$ cat src/rtl/scan_pkg.sv
// Shared constants, state encoding and scan-order helper for the display scan receiver.
package scan_pkg;

    localparam int unsigned NDIG = 6;
    localparam int unsigned DW   = 4;
    localparam int unsigned IW   = $clog2(NDIG);

    typedef enum logic {
        SYNC    = 1'b0,
        CAPTURE = 1'b1
    } state_e;

    // Digit 0 is strobed on the MSB, so the code walks right as the index grows.
    function automatic logic [NDIG-1:0] exp_code(input logic [IW-1:0] idx);
        logic [NDIG-1:0] msb;
        msb = {1'b1, {(NDIG-1){1'b0}}};
        return msb >> idx;
    endfunction

endpackage

$ cat src/rtl/onehot_idx.sv
// Combinational decode of the digit strobe into scan index, idle and multi-hot flags.
module onehot_idx
    import scan_pkg::*;
(
    input  logic [NDIG-1:0] dig_sel,
    output logic [IW-1:0]   index,
    output logic            idle,
    output logic            multi
);

    always_comb begin
        index = '0;
        for (int k = 0; k < NDIG; k++) begin
            if (dig_sel == exp_code(IW'(k))) begin
                index = IW'(k);
            end
        end
    end

    assign idle  = (dig_sel == '0);
    assign multi = ($countones(dig_sel) > 1);

endmodule

$ cat src/rtl/scan_capture.sv
// Rebuilds 6-digit frames from the multiplexed display scan and publishes them atomically
// together with a frame count and sticky protocol error flags.
module scan_capture
    import scan_pkg::*;
(
    input  logic                 clk,
    input  logic                 rst,
    input  logic [NDIG-1:0]      dig_sel,
    input  logic [DW-1:0]        dig_data,
    input  logic                 err_clr,
    output logic [NDIG*DW-1:0]   digits,
    output logic                 frame_valid,
    output logic [7:0]           frame_cnt,
    output logic                 seq_err,
    output logic                 onehot_err,
    output logic                 locked
);

    localparam logic [IW-1:0] LAST = IW'(NDIG - 1);

    state_e                   state_q, state_d;
    logic [IW-1:0]            idx_q, idx_d;
    // Element NDIG-1-d holds digit d so the packed vector has digit 0 on top.
    logic [NDIG-1:0][DW-1:0]  shadow_q, shadow_d;
    logic [NDIG-1:0][DW-1:0]  digits_q, digits_d;
    logic                     fv_q, fv_d;
    logic [7:0]               cnt_q, cnt_d;
    logic                     seq_q, seq_d;
    logic                     oh_q, oh_d;

    logic [IW-1:0]            code;
    logic                     idle;
    logic                     multi;

    onehot_idx u_decode (
        .dig_sel (dig_sel),
        .index   (code),
        .idle    (idle),
        .multi   (multi)
    );

    always_comb begin
        state_d  = state_q;
        idx_d    = idx_q;
        shadow_d = shadow_q;
        digits_d = digits_q;
        fv_d     = 1'b0;
        cnt_d    = cnt_q;
        // A new error in the same cycle overrides the clear below.
        seq_d    = seq_q & ~err_clr;
        oh_d     = oh_q & ~err_clr;

        unique case (state_q)
            SYNC: begin
                if (multi) begin
                    oh_d = 1'b1;
                end else if (!idle && code == '0) begin
                    shadow_d[NDIG-1] = dig_data;
                    idx_d            = IW'(1);
                    state_d          = CAPTURE;
                end
            end
            CAPTURE: begin
                if (idle) begin
                    // gaps are legal; hold
                end else if (multi) begin
                    oh_d    = 1'b1;
                    state_d = SYNC;
                    idx_d   = '0;
                end else if (code == idx_q) begin
                    shadow_d[LAST - idx_q] = dig_data;
                    if (idx_q == LAST) begin
                        digits_d = shadow_d;
                        fv_d     = 1'b1;
                        cnt_d    = cnt_q + 8'd1;
                        idx_d    = '0;
                    end else begin
                        idx_d = idx_q + IW'(1);
                    end
                end else if (code == '0) begin
                    seq_d            = 1'b1;
                    shadow_d[NDIG-1] = dig_data;
                    idx_d            = IW'(1);
                end else begin
                    seq_d   = 1'b1;
                    state_d = SYNC;
                    idx_d   = '0;
                end
            end
            default: begin
                state_d = SYNC;
                idx_d   = '0;
            end
        endcase
    end

    always_ff @(posedge clk) begin
        if (rst) begin
            state_q  <= SYNC;
            idx_q    <= '0;
            shadow_q <= '0;
            digits_q <= '0;
            fv_q     <= 1'b0;
            cnt_q    <= '0;
            seq_q    <= 1'b0;
            oh_q     <= 1'b0;
        end else begin
            state_q  <= state_d;
            idx_q    <= idx_d;
            shadow_q <= shadow_d;
            digits_q <= digits_d;
            fv_q     <= fv_d;
            cnt_q    <= cnt_d;
            seq_q    <= seq_d;
            oh_q     <= oh_d;
        end
    end

    assign digits      = digits_q;
    assign frame_valid = fv_q;
    assign frame_cnt   = cnt_q;
    assign seq_err     = seq_q;
    assign onehot_err  = oh_q;
    assign locked      = (state_q == CAPTURE);

endmodule

$ cat config.mk
export PLATFORM = sky130hd
export DESIGN_NAME = scan_capture
export DESIGN_NICKNAME = d
export VERILOG_FILES = /design/src/rtl/scan_pkg.sv /design/src/rtl/onehot_idx.sv /design/src/rtl/scan_capture.sv
export SDC_FILE = /design/constraint.sdc
export NUM_CORES = 1
export LEC_CHECK = 0
export BUFFER_PORTS_ARGS = -buffer_cell sky130_fd_sc_hd__buf_2
export CORE_MARGIN = 2
export CORE_UTILIZATION = 51
export DETAILED_ROUTE_END_ITERATION = 10
export GPL_TIMING_DRIVEN = 0
export HOLD_SLACK_MARGIN = 0.02
export PLACE_DENSITY = 0.81
export SLEW_MARGIN = 20
export SYNTH_ARGS = -nofsm -noshare
export SYNTH_HDL_FRONTEND = slang
export SYNTH_SLANG_ARGS = --single-unit
$ cat constraint.sdc
create_clock -name clk -period 3.8 [get_ports clk]
set_input_delay 0.95 -clock clk [delete_from_list [all_inputs] [get_ports clk]]
set_output_delay 0.95 -clock clk [all_outputs]
set_load 0.01 [all_outputs]
After elaboration in Yosys (flattened, before gate mapping)
Cells that the tools add are included.

Reduce and logical (&&, ||, !) cells: 10. Mux-type cells: 39. Divide/modulo/power cells: 0. $lt $le $gt $ge: 3. Equal/unequal tests: 12. Multipliers: 0. Add/subtract/negate cells: 8. Shift operators: 0. Bitwise logic cells: 7.

Operators with widths (count): $add 32x32->32 (2); $mux 24 (2); $gt 32x2->1 const B (1); $bwmux 24 (1); $mux 3 (8); $mux 20 (1); $mux 4 (5); $mux 1 (15); $demux 4 s3 (1); $reduce_and 5->1 (2); $add 8x1->8 const B (1); $ne 2x2->1 const B (4); $pmux 4 s2 (1); $add 1x1->2 (3); $eq 6x1->1 const B (1); $eq 6x2->1 const B (1); $eq 6x3->1 const B (1); $eq 6x4->1 const B (1); $eq 6x5->1 const B (1); $logic_not 6->1 (1); $pmux 3 s2 (1); $not 1->1 (5); $reduce_or 5->1 (1); $lt 3x4->1 const B (1); 14 further kinds (18).

Bits in writable memories: 0. Bits in read-only memories: 0. Word-level logic and storage cells: 97. Output and inout bits: 36. Bits in latches: 0. Register bits: 63. Input bits: 13. Memories kept: 0.

Logic depth before layout (Yosys ltp)
Gate-level depths: netlist of the first run.

Depth after elaboration: 12. Depth in mapped cells: 15. Gate-level depth less buffers: 12.

Hierarchy
Synthesis of the first run repeated with hierarchy kept, for this count alone.

Cells, all modules: 303. Area total of the unflattened synthesis: 2787.7 µm².

By module, submodules not included: scan_capture (instances 1, area each 2541.2 µm², cells each 274, seq. area each 1181.1 µm²); onehot_idx (instances 1, area each 246.5 µm², cells each 29, seq. area each 0.0 µm²).

Worst setup path after synthesis of the first run
Ideal clock, no wire load.

Path type: input-to-reg. From: in dig_sel[0]. To: reg cnt_q[7] (netlist: frame_cnt[7]). Buffers on the path: 2. Data required time: 3677 ps. Library setup time: 123 ps. Path slack: 224 ps. Stages on the path: 14. Data arrival time: 3453 ps. Cell sequence: inv_1 > ha_1 > fa_1 > ha_1 > inv_1 > ha_1 > and2b_1 > nor2b_1 > and2_1 > buf_2 > and4_1 > buf_6 > nand4_1 > mux2_1.

Word-level cells in the longest chain between the ends: 8. Elaborated cells between the ends (all ways): 19. Those cells by class: add/sub: 3; order compare: 1; eq/ne: 6; mux: 5; bitwise: 2; reduce/logical: 2.

Ends and longest elaborated chain: start, declared (RTL line scan_capture.sv:8) `input logic [NDIG-1:0] dig_sel,`; branches (longest 7 deep; another with $add 32x32->32); $reduce_and 5->1 (no line) *; end signal, assigned (RTL line scan_capture.sv:113) `cnt_q <= cnt_d;`; end, declared (RTL line scan_capture.sv:27) `logic [7:0] cnt_q, cnt_d;`.

Mark *: on every way between the ends. A chain may end at the register's enable or synchronous reset.

Final worst setup path of the first run
From: in dig_sel[0]. To: reg digits_q, in the netlist digits[19].

Word-level cells in the longest chain between the ends: 8. Elaborated cells between the ends (all ways): 19. Those cells by class: add/sub: 3; order compare: 1; eq/ne: 6; mux: 5; bitwise: 2; reduce/logical: 2.

Ends and longest elaborated chain: branches (longest 7 deep; another with $add 32x32->32); $reduce_and 5->1 (no line) *; end signal, assigned (RTL line scan_capture.sv:111) `digits_q <= digits_d;`; end, declared (RTL line scan_capture.sv:25) `logic [NDIG-1:0][DW-1:0] digits_q, digits_d;`.

Marks and branches as above.

==> results.md, run 1 <==
* Via-to-Cell Ratio at 5.81
* Core ar. at 5850 um2
* Setup CP Type: in -> reg
* Num CTS Buffers at 9
* # setup viols final at 0
* Mapped cell area at 3040 um2
* Gr usage total at 24.9%
* Syn Inst Count at 369
* Yosys warns at 0
* # diodes at 0
* Nets at 454
* Delay-heaviest family, CP: adder cells
* Worst clock skew at 0.0122 ns
* Xor and xnor area share after synthesis at 0.288%
* Reg2Reg Depth at 9
* CP max-delay cell: fa_1
* Power share of the clock group at 41.8%
* Final Cell Area at 3580 um2
* Largest family of logic cells by synthesized area: compound AO/OA/AOI/OAI gates
* Status: complete, no violations
* Clk root buf: clkbuf_8
* Least-Margin Pin Slew at 0.919 ns
* DRC at 0
* Place WS at -0.168 ns
* Critical Path AT at 3.85 ns
* RSZ-0062 raised after global routing: false
* Worst-path clk slew at 0.06 ns
* Die area at 6590 um2
* Int Pwr at 1.14 mW
* Hold Crit Depth at 2
* Crit end category: register
* Mean post-synth cell area at 8.24 um2
* DR iter-0 viols at 220
* Complex-gate fraction of the synthesized area at 24.6%
* Library cells used by synthesis at 49
* VDD IR-drop max at 0.213 mV
* Initial Util at 51.9%
* GP Congestion at 0.854
* Worst endpoint required time at 4.07 ns
* Switch share at 27.8%
* Crit start category: primary input
* Final wirelength at 7690 um
* Comb power frac at 16.8%
* Setup ws final at 0.214 ns
* Simple-Gate Fraction of Synth Area at 19.6%
* Post-DP Area at 3350 um2
* Period Utilization, post-route at 94.4%
* Port bufs at 44
* Initial antenna violation count at 0
* Reg-to-Reg Start: idx_q[0]$_SDFFE_PP0P_
* Pin count of the biggest net entering global routing at 11
* Via count at 2929
* Top-area cell type share of the netlist area at 38.9%
* HP Class: reg -> reg
* Post-synthesis adder-cell area fraction at 7.49%
* Switching power at 440 uW
* Seq pwr share at 41.4%
* ANT nets after route at 0
* Clk sink count at 59
* Routed length per instance at 15.3 um
* Final Core Density at 61.2%
* Crit path largest cell delay at 0.43 ns
* CP cell instances: buf_2, inv_1, ha_1, fa_1, ha_1, inv_1, ha_1, and2b_1, nor2b_1, and2_1, clkbuf_4, and4_1, buf_6, buf_4, nand3_1, a21oi_1
* Total placed cells including tap cells at 488
* DR pass1 iterations at 5
* Hold_sp: shadow_q[7]$_SDFFE_PP0P_
* FP Rows at 28
* Ranking of synthesized cells by area: dfxtp_1 39%, a21oi_1 8.1%, nand3_1 7.2%
* Die H at 81.2 um
* Vias in the first global route at 2675
* Final hold vios at 0
* Slew Viols, Final at 0
* H-tree levels at 3
* First-pass GRT wire length at 12500 um
* Leakage at 1.47 nW
* Fin Hold WS at 0.465 ns
* DIE WIDTH at 81.2 um
* Max Fclk at 279 MHz
* Postcts setup bufs at 0
* Critical path launch point: dig_sel[0]
* Total grt overflow at 0
* DP HPWL at 5530 um
* Crit. path cell count at 16
* Area grow syn2layout at 17.9%
* Seq/Total Area, Yosys at 38.9%
* CTS max path bufs at 2
* Pwr Density at 442 nW/um2
* Post-Layout Cell Count at 504
* Skew-Pair Late Insertion Delay at 0.36 ns
* Post-synth EDFFs at 0
* TritonCTS clock tree: built
* Slew HR at 38.6%
* Mux cell area share after synthesis at 1.07%
* Ys async rst share at 0%
* Layout cells sized above 1 at 18.6%
* Max-Cap Viols at 0
* Syn nets at 399
* Crit Path Max Fanout at 10
* CP most frequent cell: ha_1
* # IOs at 49
* Area leader, netlist: dfxtp_1
* Post-synth top flop: dfxtp_1
* Synthesis-stage register bit count at 59
* Buf/Inv on CP at 6
* Post-route minimum period at 3.59 ns
[layout by cell type, fill, tap and decap left out, types with 2 or more instances in the layout]
master	count
and2_1	2
buf_6	3
mux2_1	2
nand3b_1	3
bufinv_16	2
nor3_1	3
o21ai_1	14
a32oi_1	2
ha_1	15
a31oi_1	6
clkbuf_8	11
nand3_1	44
dfxtp_1	59
o211ai_1	2
and3_1	6
a311oi_1	5
fa_1	2
buf_4	3
o21ai_0	28
and4_1	2
a21oi_1	49
or3_1	4
inv_1	20
nor2_1	14
a22o_1	4
nor3b_1	2
nor2b_1	5
buf_2	51
nand2_1	18
clkbuf_1	19
a21o_1	2
o31a_1	4
nand4_1	2
[sequential cells by signal, indices dropped and copies added (netlist names)]
| register | count |
|---|---|
| onehot_err | 1 |
| frame_valid | 1 |
| seq_err | 1 |
| idx_q | 3 |
| shadow_q | 20 |
| digits | 24 |
| locked | 1 |
| frame_cnt | 8 |
[power groups by stage]
stage	clock, mW	combinational (mW)	sequential (mW)
3_5_place_dp	0	0.263	0.668
5_1_grt	0.688	0.296	0.656
2_1_floorplan	0	0.197	0.664
6_report	0.662	0.267	0.655
3_3_place_gp	0	0.252	0.667
4_1_cts	0.659	0.265	0.654
[cell families after synthesis]
family | after synthesis
AOI/OAI and AO/OA | 125
xor gates and xnor gates | 1
muxes | 3
and+or+nand+nor | 111
buffers and inverters | 53
adders and majority gates | 17
DFF | 59
[metrics by stage]
stage                     TNS (ns)  total power [mW]
final                            0              1.58
after CTS                        0              1.58
after detailed placement     -3.37             0.930
after global routing             0              1.64
after floorplan                  0             0.861
after global placement       -1.32             0.919
[cell usage after synthesis, drive strengths merged (2+ instances only)]
library cell / instances
a21o: 2
a21oi: 49
a22o: 5
a311oi: 5
a31oi: 6
a32oi: 2
and2: 2
and3: 7
and4: 3
buf: 14
clkbuf: 19
dfxtp: 59
fa: 2
ha: 15
inv: 20
mux2: 2
nand2: 18
nand3: 44
nand3b: 3
nand4: 3
nor2: 14
nor2b: 5
nor3: 3
nor3b: 2
o211ai: 3
o21ai: 42
o31a: 4
or3: 4
[routing by layer]
metal / vias up / part of all wire [%] / track usage [%]
met4: 0 / 1.6 / 10.3
met2: 102 / 48 / 40.7
met3: 14 / 6.3 / 5.89
met1: 1371 / 44 / 31.6
li1: 1442 / - / -
met5: - / 0 / 0
[repair_timing]
item | in CTS | in global routing
hold buffers | 0 | 0
gates resized for setup | 0 | 1
endpoints found under the setup margin | 0 | 6
[final cells by class]
cell class              instances  area, um2
fillers                       530       2270
multi-input cells             257       1610
flip-flops and latches         59       1180
repair buffers                 44        220
plain buffers                  33        171
clock buffers                  12        155
well taps                      75       93.8
inverters                      20       75.1
clock inverters                 4       72.6
[worst paths after layout]
kind                                                  end  slack [ns]
worst max register to register  frame_cnt[3]$_SDFFE_PP0P_        1.61
worst max-delay path              digits[19]$_SDFFE_PP0P_        0.21
worst min register to register     digits[7]$_SDFFE_PP0P_        0.47
worst min-delay path               digits[7]$_SDFFE_PP0P_        0.47
[worst register-to-register path: cells and delay by family, from the launching register on]
| kind | cells | cell delay, ns |
|---|---|---|
| buffers and inverters | 4 | 0.78 |
| muxes | 1 | 0.22 |
| and+or+nand+nor | 1 | 0.15 |
| AOI/OAI and AO/OA | 3 | 0.58 |
| DFF | 1 | 0.34 |
Note: power is estimated with default switching activity, not from simulation.
==> run 2: changes to the inputs <==
--- a/config.mk
+++ b/config.mk
@@ -7,12 +7,13 @@
 export LEC_CHECK = 0
 export BUFFER_PORTS_ARGS = -buffer_cell sky130_fd_sc_hd__buf_2
 export CORE_MARGIN = 2
-export CORE_UTILIZATION = 51
+export CORE_UTILIZATION = 50
 export DETAILED_ROUTE_END_ITERATION = 10
 export GPL_TIMING_DRIVEN = 0
 export HOLD_SLACK_MARGIN = 0.02
-export PLACE_DENSITY = 0.81
+export PLACE_DENSITY = 0.8
 export SLEW_MARGIN = 20
 export SYNTH_ARGS = -nofsm -noshare
 export SYNTH_HDL_FRONTEND = slang
+export SYNTH_HIERARCHICAL = 1
 export SYNTH_SLANG_ARGS = --single-unit
==> results.md, run 2 <==
* Fillers at 431 (-19%)
* Xor and xnor area share after synthesis at 1.75% (+1.5 points)
* Num CTS Buffers at 9 (unchanged)
* Layout cells sized above 1 at 36.7% (+18 points)
* Switching power at 382 uW (-13%)
* Post-synth EDFFs at 0 (unchanged)
* Most frequent cell after synthesis: dfxtp_1
* DR iter-0 viols at 195 (-11%)
* CP cell instances: buf_12, inv_12, fa_1, inv_1, ha_1, a21o_2, fa_1, or2_4, nor3b_4, nand4_4, buf_6, or4_4, a21oi_2
* Slew Viols, Final at 0 (unchanged)
* Clk sink count at 59 (unchanged)
* Via count at 2513 (-14%)
* ANT nets after route at 0 (unchanged)
* Pwr Density at 397 nW/um2 (-10%)
* Hold_sp: digits[3]$_SDFFE_PP0P_
* TritonCTS clock tree: built
* Hold Crit Depth at 2 (unchanged)
* Comb power frac at 16.5% (-0.3 points)
* CP max-delay cell: fa_1
* Syn Inst Count at 303 (-18%)
* Synthesis-stage register bit count at 59 (unchanged)
* Int Pwr at 1.05 mW (-8.2%)
* DP HPWL at 4780 um (-14%)
* Max Fclk at 263 MHz (-5.7%)
* Crit Path Max Fanout at 6 (-4)
* Syn nets at 328 (-18%)
* CP most frequent cell: fa_1
* Initial antenna violation count at 0 (unchanged)
* Most common cell after layout, fill and taps aside: dfxtp_1
* Power share of the clock group at 38.7% (-3.1 points)
* Post-synth top flop: dfxtp_1
* Crit end category: register
* Area leader, netlist: dfxtp_1
* Mean post-synth cell area at 9.20 um2 (+12%)
* DR pass1 iterations at 4 (-1)
* Worst R2R Setup Slack at 1.53 ns (-0.08 ns)
* Synth top cells by count: 59 x dfxtp_1, 29 x nand2_1, 21 x a21oi_1
* Footprint of the multi-input gates at 1620 um2 (+0.47%)
* # setup viols final at 1 (+1)
* DRC at 0 (unchanged)
* Most frequent cells in the layout: 59 x dfxtp_1, 46 x buf_2, 28 x nand2_1
* First-pass GRT wire length at 11400 um (-8.9%)
* Pin count of the biggest net entering global routing at 11 (unchanged)
* Reg-to-Reg Start: idx_q[1]$_SDFFE_PP0P_
* Port bufs at 47 (+6.8%)
* Place WS at -0.547 ns (-0.379 ns)
* Core ar. at 5440 um2 (-7.0%)
* Simple-Gate Fraction of Synth Area at 20.8% (+1.1 points)
* Worst clock skew at 0.00600 ns (-0.00623 ns)
* Setup CP Type: in -> reg
* Clk root buf: clkbuf_8
* Leakage at 1.57 nW (+6.4%)
* Skew-Pair Late Insertion Delay at 0.34 ns (-0.02 ns)
* Initial Util at 51.3% (-0.69 points)
* Switch share at 26.7% (-1.1 points)
* Least-Margin Pin Slew at 0.698 ns (-0.222 ns)
* Status: finished with violations
* Routed length per instance at 15.9 um (+4.5%)
* CTS max path bufs at 2 (unchanged)
* Seq/Total Area, Yosys at 42.4% (+3.5 points)
* VDD IR-drop max at 0.292 mV (+37%)
* Final hold vios at 0 (unchanged)
* Via-to-Cell Ratio at 5.67 (-2.4%)
* Nets at 393 (-13%)
* # IOs at 49 (unchanged)
* Critical Path AT at 4.07 ns (+0.22 ns)
* Total grt overflow at 0 (unchanged)
* FP Rows at 27 (-3.6%)
* Hold_buf cts at 0 (unchanged)
* Crit path largest cell delay at 0.53 ns (+0.10 ns)
* Post-synthesis adder-cell area fraction at 5.92% (-1.6 points)
* H-tree levels at 3 (unchanged)
* Slew HR at 53.5% (+15 points)
* GP Congestion at 0.866 (+1.4%)
* Post-route minimum period at 3.80 ns (+0.216 ns)
* Final wirelength at 7060 um (-8.1%)
* Top-area cell type share of the netlist area at 42.4% (+3.5 points)
* HP Class: reg -> reg
* Max reg flops at 24 (unchanged)
* Worst-path clk slew at 0.06 ns (about the same)
* Max-Cap Viols at 0 (unchanged)
* Vias in the first global route at 2373 (-11%)
* Ranking of synthesized cells by area: dfxtp_1 42%, mux2i_1 7.2%, ha_1 4.5%
* # diodes at 0 (unchanged)
* Complex-gate fraction of the synthesized area at 16.2% (-8.4 points)
* RSZ-0062 raised after global routing: true
* Crit start category: primary input
* Mux cell area share after synthesis at 7.18% (+6.1 points)
* Ys async rst share at 0% (unchanged)
* Seq pwr share at 44.8% (+3.4 points)
* R2R Path End: digits[4]$_SDFFE_PP0P_
* Gr usage total at 23.7% (-1.2 points)
* Library cells used by synthesis at 44 (-10%)
* Period Utilization, post-route at 100% (+5.7 points)
* Setup ws final at -0.00141 ns (-0.216 ns)
* Reg2Reg Depth at 5 (-4)
* Worst endpoint required time at 4.07 ns (about the same)
* Area grow syn2layout at 29.4%
* Die H at 78.7 um (-3.1%)
* Failing checks: setup timing
* Largest family of logic cells by synthesized area: simple AND/OR/NAND/NOR gates
* Die area at 6190 um2 (-6.1%)
* Hold Crit Endpoint: digits[3]$_SDFFE_PP0P_
* Final Core Density at 66.3% (+5.1 points)
* DIE WIDTH at 78.7 um (-3.1%)
* Sequential cell area at 1180 um2 (unchanged)
* Yosys warns at 6 (+6)
* Mapped cell area at 2790 um2 (-8.3%)
-- run 2: cell types whose count changed after synthesis, sizes merged, moves of 11 or more --
cell / delta
a31o: +11
nand3: -33
nor3: +14
o21ai: -32
nand2: +11
a21oi: -28
mux2i: +19
-- run 2: layout make-up --
cell class,count,area share (%)
inverter,12,1.60
multi-input combinational,208,44.9
timing repair buffer,55,8.70
clock inverter,3,1.11
tap,72,2.50
sequential,59,32.7
buffer,23,4.51
clock buffer,11,3.92
-- run 2: worst max-delay path by stage --
| stage | startpoint | to | slack [ns] | depth (start not counted) |
|---|---|---|---|---|
| 2_1_floorplan | dig_sel[2] | shadow_q[20]$_SDFFE_PP0P_ | -0.02 | 12 |
| 3_3_place_gp | dig_sel[2] | frame_cnt[5]$_SDFFE_PP0P_ | -0.51 | 14 |
| 3_5_place_dp | dig_sel[2] | digits[13]$_SDFFE_PP0P_ | -0.55 | 14 |
| 4_1_cts | dig_sel[2] | shadow_q[15]$_SDFFE_PP0P_ | 0.006 | 13 |
| 5_1_grt | dig_sel[2] | shadow_q[13]$_SDFFE_PP0P_ | -0.10 | 13 |
| 6_report | dig_sel[2] | frame_cnt[2]$_SDFFE_PP0P_ | -0.001 | 13 |
-- run 2: routing by layer --
layer | wire length, um | track usage (%)
met5 | 0 | 0
met4 | 97 | 7.02
met3 | 545 | 6.67
met2 | 3250 | 36.2
met1 | 3170 | 32.8
-- run 2: through the flow --
step	std cells	hold slack [ns]	instance area (um2)	setup TNS, ns	power (mW)
CTS	437	0.464	3400	0	1.41
detailed placement	422	0.454	3180	-22.30	0.854
floorplan	303	0.439	2850	-0.0958	0.805
finish	443	0.464	3610	-0.00141	1.43
global route	443	0.495	3610	-1.13	1.48
global placement	422	0.450	3180	-20.75	0.849
-- run 2: power by group through the flow --
stage | Combinational, mW | Sequential, mW | Clock [mW]
final | 0.236 | 0.642 | 0.554
after detailed placement | 0.199 | 0.655 | 0
after global routing | 0.257 | 0.644 | 0.580
after floorplan | 0.150 | 0.655 | 0
after global placement | 0.194 | 0.655 | 0
after CTS | 0.211 | 0.642 | 0.556
-- run 2: what timing repair did --
item                       4_1_cts  5_1_grt
setup buffers                    2        5
pin swaps                        3       12
gates cloned                     0        1
resized for setup                9       48
setup endpoints to repair       43       43
-- run 2: logic make-up after synthesis --
logic type / count (synthesis)
XOR/XNOR: 3
multiplexers: 20
adder cells (fa/ha/maj): 12
flip-flops: 59
AO/OA/AOI/OAI: 66
buffers and inverters: 36
AND/OR/NAND/NOR: 107
-- run 2: critical path, delay by kind of cell --
kind | cells | cell delay (ns)
AOI/OAI and AO/OA | 2 | 0.31
adders and majority gates | 3 | 1.23
buffers and inverters | 4 | 0.35
and+or+nand+nor | 4 | 1.21
==> run 3: changes to the inputs <==
--- a/config.mk
+++ b/config.mk
@@ -5,14 +5,14 @@
 export SDC_FILE = /design/constraint.sdc
 export NUM_CORES = 1
 export LEC_CHECK = 0
-export BUFFER_PORTS_ARGS = -buffer_cell sky130_fd_sc_hd__buf_2
 export CORE_MARGIN = 2
-export CORE_UTILIZATION = 50
+export CORE_UTILIZATION = 56
 export DETAILED_ROUTE_END_ITERATION = 10
+export DONT_BUFFER_PORTS = 1
 export GPL_TIMING_DRIVEN = 0
 export HOLD_SLACK_MARGIN = 0.02
-export PLACE_DENSITY = 0.8
-export SLEW_MARGIN = 20
+export PLACE_DENSITY = 0.79
+export SETUP_SLACK_MARGIN = 0.05
 export SYNTH_ARGS = -nofsm -noshare
 export SYNTH_HDL_FRONTEND = slang
 export SYNTH_HIERARCHICAL = 1
==> results.md, run 3 (synthesized netlist as in run 2, its figures left out) <==
* Nets at 340 (-13%)
* Crit end category: register
* Total placed cells including tap cells at 370 (-12%)
* Clk root buf: clkbuf_8
* Pwr Density at 437 nW/um2 (+10%)
* Pin count of the biggest net entering global routing at 11 (unchanged)
* ANT nets after route at 0 (unchanged)
* # setup viols final at 0 (-1)
* FP Rows at 25 (-7.4%)
* Final Cell Area at 3170 um2 (-12%)
* Worst endpoint required time at 4.01 ns (-0.06 ns)
* Max-Cap Viols at 0 (unchanged)
* H-tree levels at 3 (unchanged)
* Fin Hold WS at 0.470 ns (+0.00613 ns)
* Die area at 5560 um2 (-10%)
* # diodes at 0 (unchanged)
* Most frequent cells in the layout: 59 x dfxtp_1, 28 x nand2_1, 21 x a21oi_1
* Layout cells sized above 1 at 20.3% (-16 points)
* Initial antenna violation count at 0 (unchanged)
* Worst-path clk slew at 0.07 ns (about the same)
* Via count at 2342 (-6.8%)
* Status: complete, no violations
* Port bufs at 0 (-100%)
* Initial Util at 58.6% (+7.4 points)
* Max Fclk at 270 MHz (+2.6%)
* VDD IR-drop max at 0.273 mV (-6.5%)
* Die H at 74.6 um (-5.2%)
* HP Class: reg -> reg
* Area grow syn2layout at 13.6%
* TritonCTS clock tree: built
* DP HPWL at 4750 um (-0.64%)
* Worst clock skew at 0.00799 ns (+0.00200 ns)
* Clk sink count at 59 (unchanged)
* DIE WIDTH at 74.6 um (-5.2%)
* RSZ-0062 raised after global routing: true
* Period Utilization, post-route at 97.5% (-2.5 points)
* Hold Crit Depth at 2 (unchanged)
* DR pass1 iterations at 4 (unchanged)
* Core ar. at 4750 um2 (-13%)
* DRC at 0 (unchanged)
* Slew Viols, Final at 0 (unchanged)
* Skew-Pair Late Insertion Delay at 0.34 ns (about the same)
* Via-to-Cell Ratio at 6.05 (+6.7%)
* Num CTS Buffers at 9 (unchanged)
* Reg2Reg Depth at 5 (unchanged)
* Slew HR at 61.5% (+8.1 points)
* Worst R2R Setup Slack at 1.76 ns (+0.23 ns)
* Crit start category: primary input
* Vias in the first global route at 2256 (-4.9%)
* Most common cell after layout, fill and taps aside: dfxtp_1
* Post-DP Area at 2940 um2 (-7.6%)
* Total grt overflow at 0 (unchanged)
* Max reg flops at 24 (unchanged)
* Final hold vios at 0 (unchanged)
* Final wirelength at 6600 um (-6.5%)
* Crit Path Max Fanout at 10 (+4)
* Gr usage total at 26.0% (+2.3 points)
* Critical Path AT at 3.92 ns (-0.15 ns)
* Leakage at 1.25 nW (-20%)
* First-pass GRT wire length at 10700 um (-6.2%)
* Setup CP Type: in -> reg
* Post-Layout Cell Count at 387 (-13%)
* # IOs at 49 (unchanged)
* Least-Margin Pin Slew at 0.577 ns (-0.121 ns)
* Post-route minimum period at 3.71 ns (-0.0947 ns)
* GP Congestion at 0.846 (-2.3%)
* CTS max path bufs at 2 (unchanged)
* DR iter-0 viols at 130 (-33%)
* Routed length per instance at 17.1 um (+7.0%)
-- run 3: final timing paths --
check | end | start
worst min register to register | digits[23]$_SDFFE_PP0P_ | shadow_q[23]$_SDFFE_PP0P_
worst min-delay path | digits[23]$_SDFFE_PP0P_ | shadow_q[23]$_SDFFE_PP0P_
worst max register to register | digits[7]$_SDFFE_PP0P_ | idx_q[1]$_SDFFE_PP0P_
worst max-delay path | frame_cnt[5]$_SDFFE_PP0P_ | dig_sel[2]
-- run 3: through the flow --
step | util, % | total power [mW] | TNS (ns) | setup slack (ns)
after floorplan | - | 0.805 | -0.0958 | -0.0195
after global routing | 66.6 | 1.44 | -0.00594 | -0.00594
after global placement | 61.7 | 0.837 | -7.65 | -0.322
after CTS | 65.6 | 1.39 | 0 | 0.0176
after detailed placement | 61.7 | 0.842 | -9.01 | -0.342
final | 66.6 | 1.38 | 0 | 0.0933
-- run 3: timing repair --
item                                    CTS  global route
setup buffers                             0             1
gates resized for setup                   0            12
endpoints found under the setup margin    3            25
pin swaps                                 0             0
hold buffers                              0             0
-- run 3: cell type report --
type	count	area (um2)
plain buffers	24	141
repair buffers	1	7.51
clock inverters	5	53.8
inverters	12	57.6
flip-flops and latches	59	1180
well taps	67	83.8
clock buffers	11	131
multi-input cells	208	1510
fillers	397	1590
-- run 3: worst max-delay path: stages --
cell and delay (ns):
inv_12 0.02, fa_1 0.52, inv_1 0.04, ha_1 0.26, a21o_2 0.20, fa_1 0.42, or2_4 0.27, nor3b_4 0.25
nand4_4 0.17, buf_6 0.19, clkbuf_2 0.20, o31ai_1 0.32, a21oi_1 0.11
-- run 3: power by group --
part,internal [mW],total (mW),switching [mW]
Sequential,0.632,0.645,0.0129
Combinational,0.0812,0.191,0.110
Clock,0.301,0.547,0.246
-- run 3: metal layers --
layer	wire [um]	GRT usage (%)	share of wire (%)
met4	124	8.93	1.9
met1	2880	32.8	44
met3	314	9.49	4.8
met2	3290	41.4	50
met5	0	0	0
